--- config.mk ---
export PLATFORM = sky130hd
export DESIGN_NAME = crc32_fcs_delay
export DESIGN_NICKNAME = d
export VERILOG_FILES = /design/src/rtl/crc32_fcs_delay.sv
export SDC_FILE = /design/constraint.sdc
export NUM_CORES = 1
export LEC_CHECK = 0
export CORE_MARGIN = 2
export CORE_UTILIZATION = 40
export CTS_CLUSTER_SIZE = 25
export DETAILED_ROUTE_END_ITERATION = 8
export GPL_ROUTABILITY_DRIVEN = 0
export PLACE_DENSITY = 0.6
export SYNTH_ARGS = -nofsm -noshare
export SYNTH_HDL_FRONTEND = slang
export SYNTH_SLANG_ARGS = --single-unit
--- constraint.sdc ---
create_clock -name clk -period 1.5 [get_ports clk]
set_input_delay 0.3 -clock clk [delete_from_list [all_inputs] [get_ports clk]]
set_output_delay 0.3 -clock clk [all_outputs]
set_load 0.01 [all_outputs]
--- src/rtl/crc32_fcs_delay.sv ---
// Four-byte shift register that holds back the trailing FCS bytes; a push into
// a full line pops the oldest byte. Flush empties it before any same-cycle push.
module crc32_fcs_delay (
   input  logic       clk,
   input  logic       rst,
   input  logic       push,
   input  logic       flush,
   input  logic [7:0] data,
   output logic       pop_valid,
   output logic [7:0] pop_data
);

   logic [7:0] line [4];
   logic [2:0] occupancy;

   assign pop_valid = push & ~flush & (occupancy == 3'd4);
   assign pop_data  = line[3];

   always_ff @(posedge clk) begin
      if (rst) begin
         occupancy <= 3'd0;
         for (int i = 0; i < 4; i++) begin
            line[i] <= 8'h00;
         end
      end else begin
         if (push) begin
            line[0] <= data;
            for (int i = 1; i < 4; i++) begin
               line[i] <= line[i-1];
            end
         end
         // With flush and push together the new byte becomes the only entry.
         if (flush) begin
            occupancy <= push ? 3'd1 : 3'd0;
         end else if (push && occupancy != 3'd4) begin
            occupancy <= occupancy + 3'd1;
         end
      end
   end

endmodule

=== Yosys cells after proc, flatten, opt, wreduce, memory -nomap -nowiden ===
Memory sizes are Yosys's and may differ from the RTL's.
Cells that the tools add are included.

* $add $sub $neg: 1
* Eq/ne operators: 2
* Mux-type cells: 12
* Bitwise operators: 7
* Reductions and logical operators: 2

{| class="wikitable"
|+ Operators with widths
! kind !! number
|-
| 8-bit 2-to-1 mux || 4
|-
| 1-bit 2-to-1 mux || 6
|-
| 3-bit 2-to-1 mux || 2
|-
| 1-bit bitwise OR || 4
|-
| 3-bit by 1-bit adder with 3-bit output, second input constant || 1
|-
| 3-bit equality test, second input constant || 1
|-
| 3-bit != test, second input constant || 1
|-
| 1-bit AND || 2
|-
| 2-bit nonzero test || 1
|-
| 1-bit logical AND || 1
|-
| 1-bit NOT || 1
|}

* Bits in registers: 3
* Memory bits (writable): 32
* Word-level logic and storage cells: 26
* Memories: 1

{| class="wikitable"
|+ Memory list
! memory !! depth !! width !! read ports !! clocked after Yosys merged registers in !! wr ports !! line !! RTL
|-
| line || 4 || 8 || 4 || 0 || 4 || 13 || <nowiki>logic [7:0] line [4];</nowiki>
|}

=== Logic depth before layout (Yosys ltp) ===
* Word-level depth: 4
* Mapped depth: 5
* Mapped depth without buffers: 5

=== Worst setup path before layout ===
OpenSTA, ideal clock, no wires.

* Path type: reg-to-output
* Start: reg occupancy[0]
* End: out pop_valid
* Arrival time: 0.856 ns
* Data required time: 1.200 ns
* Path slack: 0.344 ns
* Cell stages (with the launch flop): 4
* Path buffers: 0
* Path through: dfxtp_1 inv_1 ha_1 and4b_2

* Longest elaborated chain between the ends: 2

{| class="wikitable"
|+ Ends and longest elaborated chain
! item !! line !! RTL
|-
| start: declaration || 14 || <nowiki>logic [2:0] occupancy;</nowiki>
|-
| start signal: assignment || 34 || <nowiki>occupancy <= push ? 3'd1 : 3'd0;</nowiki>
|-
| start signal: assignment || 36 || <nowiki>occupancy <= occupancy + 3'd1;</nowiki>
|-
| 3-bit equality test || 16 || <nowiki>assign pop_valid = push & ~flush & (occupancy == 3'd4);</nowiki>
|-
| 1-bit AND || 16 ||
|-
| end: declaration || 9 || <nowiki>output logic pop_valid,</nowiki>
|}

No other way between the ends.

=== Final worst setup path ===
Ends and elaborated chain as after synthesis.

==> results.cfg <==
[floorplan]
num_io_pins = 21
row_count = 22
coreArea_sq_um = 3606
start_util = 0.4074
die_w_microns = 64.60
dieArea_sq_um = 4173
die_h_microns = 64.60

[clocking]
numCtsBuffers = 5
clock_sinks = 35
clkSlewWorstSetupHoldPaths_ns = 0.06
root_buffer = clkbuf_8
holdBufCountCts = 0
cts_tree = built
clock_latency_ns = 0.27
cts_buffer_depth = 2
h-tree-depth = 2

[routing]
drtAntennaViolNets = 0
vias = 715
dr.pass1.iters = 2
vias_per_cell = 4.231
drt-total-wl_microns = 1610
drt-initial-drc-count = 37
route.detailed.drc = 0
routedWlPerCell_microns = 9.527

[status]
status = finished clean

[layout]
drive_gt1_frac = 0.3058
fillCellCount = 300
antenna_cells = 0
area_growth_pct = 24.28
fin_cells = 169
nets = 134

[yosys]
yosysTopAreaCellShare = 0.6542
yosys.area.top_type = edfxtp_1
syn_area_per_cell_sq_um = 15.46
synth_cell_type_count = 20
synthCells = 95
syn_nets = 109
synth_edf_count = 32
synth_commonest_cells = edfxtp_1, and2_1, and2_2
synthFlopType = edfxtp_1
synth_async_sr_flop_share = 0
synth.most_common_cell = edfxtp_1
ys_warn_count = 0
synthTopCellsByArea = edfxtp_1, and2_1, and2_2, dfxtp_1, buf_4
synth-seq-area-share = 0.6951
synth_area_sq_um = 1469
ys_seq_elements = 35

[grt]
grt_first_pass_wirelength_microns = 2932
grt_max_degree = 34
track_usage = 0.09719
grt-ovfl-total = 0
grt_pass1_vias = 708
grt_antenna_before_repair = 0

[timing]
rsz0062_at_grt = false
fin_crit_ns = 1.439
finalSetupViolCount = 0
final_max_slew_viol_count = 0
hold_viol_final = 0
skew_ns = 0.002195
timing.fmax_mhz = 694.9
tightest_slew_ns = 0.2433
relSlewSlack = 0.8357
post-route-period-util = 0.9594
holdWs_ns = 0.5166
layout_setup_ws_ns = 0.06091

[critical_path]
crit_fanout = 4
crit_required_ns = 1.20
critPathKind = flip-flop to output pin
cp.arrival_ns = 1.14
start_kind = flip-flop
crit_path_end_kind = output pin

[pwr]
clkPwrFrac = 0.319
p_leak_nw = 0.7051
combPwrFrac = 0.084
peakVddDrop_mv = 0.4611
p_per_area_nw_per_um2 = 1048
intPower_mw = 1.551
power.switching_mw = 0.3613
p_seq_frac = 0.597
switching_share = 0.1889

[hold_path]
hold_class = flip-flop to flip-flop

[place]
hpwl_microns = 1012
place_inst = 161
port_buffers = 20
pre_cts_slack_ns = -0.3253

[flow_run]
cap_violations = 0
per-layer routing:
metal / track usage / wire, microns / up-vias
li1: - / - / 370
met1: 0.1031 / 665 / 319
met2: 0.1497 / 800 / 22
met3: 0.05729 / 112 / 4
met4: 0.05585 / 31 / 0
met5: 0 / 0 / -
final cells by class:
cell class              count  area, sq um  area share
well taps                  48        60.06     0.03290
clock inverters             1        5.005    0.002742
inverters                   2        7.507    0.004112
clock buffers               7        76.32     0.04181
multi-input cells          47        359.1      0.1967
flip-flops and latches     35         1023      0.5607
repair buffers             29        294.0      0.1611
worst max-delay path, cell delays in order, from the launching register on:
cell,delay [ns]
dfxtp_2,0.33
inv_2,0.05
ha_4,0.16
and4b_2,0.21
buf_6,0.12
kinds of logic (layout without fill, tap and decap cells):
logic type,count (synthesis),count (layout),share of synthesized area
multiplexers,1,1,0.006815
adder cells (fa/ha/maj),2,2,0.01703
AO/OA/AOI/OAI,6,6,0.03407
buffers and inverters,13,39,0.06900
AND/OR/NAND/NOR,38,38,0.1780
flip-flops,35,35,0.6951
repair_timing:
| item | in CTS | in global routing |
|---|---|---|
| pin swaps | 1 | 1 |
| setup buffers | 0 | 0 |
| resized for setup | 10 | 1 |
| setup endpoints to repair | 1 | 1 |
power groups by stage:
stage          registers (mW)  logic, mW  clock network [mW]
2_1_floorplan            1.16     0.0882                   0
3_3_place_gp             1.16      0.155                   0
3_5_place_dp             1.16      0.159                   0
4_1_cts                  1.14      0.164               0.641
5_1_grt                  1.15      0.177               0.686
6_report                 1.14      0.160               0.610
registers in the layout, indices dropped and copies added (netlist names):
signal	count
line	32
occupancy	3
stage by stage:
stage	area [sq um]	power (mW)	setup TNS, ns	utilization
2_1_floorplan	1469	1.248	0	-
3_3_place_gp	1728	1.315	-6.035	0.4792
3_5_place_dp	1728	1.322	-7.441	0.4792
4_1_cts	1819	1.948	0	0.5045
5_1_grt	1826	2.011	0	0.5062
6_report	1826	1.912	0	0.5062
path summary, 6_finish.rpt:
path              slack [ns]           end  depth (start not counted)         start
setup / recovery        0.06     pop_valid                          4  occupancy[0]
hold / removal          0.52   line[0][25]                          1   line[0][17]
hold reg to reg         0.52   line[0][25]                          1   line[0][17]
setup reg to reg        0.32  occupancy[2]                          5  occupancy[0]
layout by cell type (no fill, tap or decap), types with 2 or more instances in the layout:
cell type	n
clkdlybuf4s50_1	19
dfxtp_2	2
buf_12	2
clkbuf_8	5
a21oi_1	2
clkbuf_1	2
inv_2	2
and2_2	10
and2_1	22
buf_4	7
edfxtp_1	32
No activity file was read; power rests on OpenSTA's default activity.
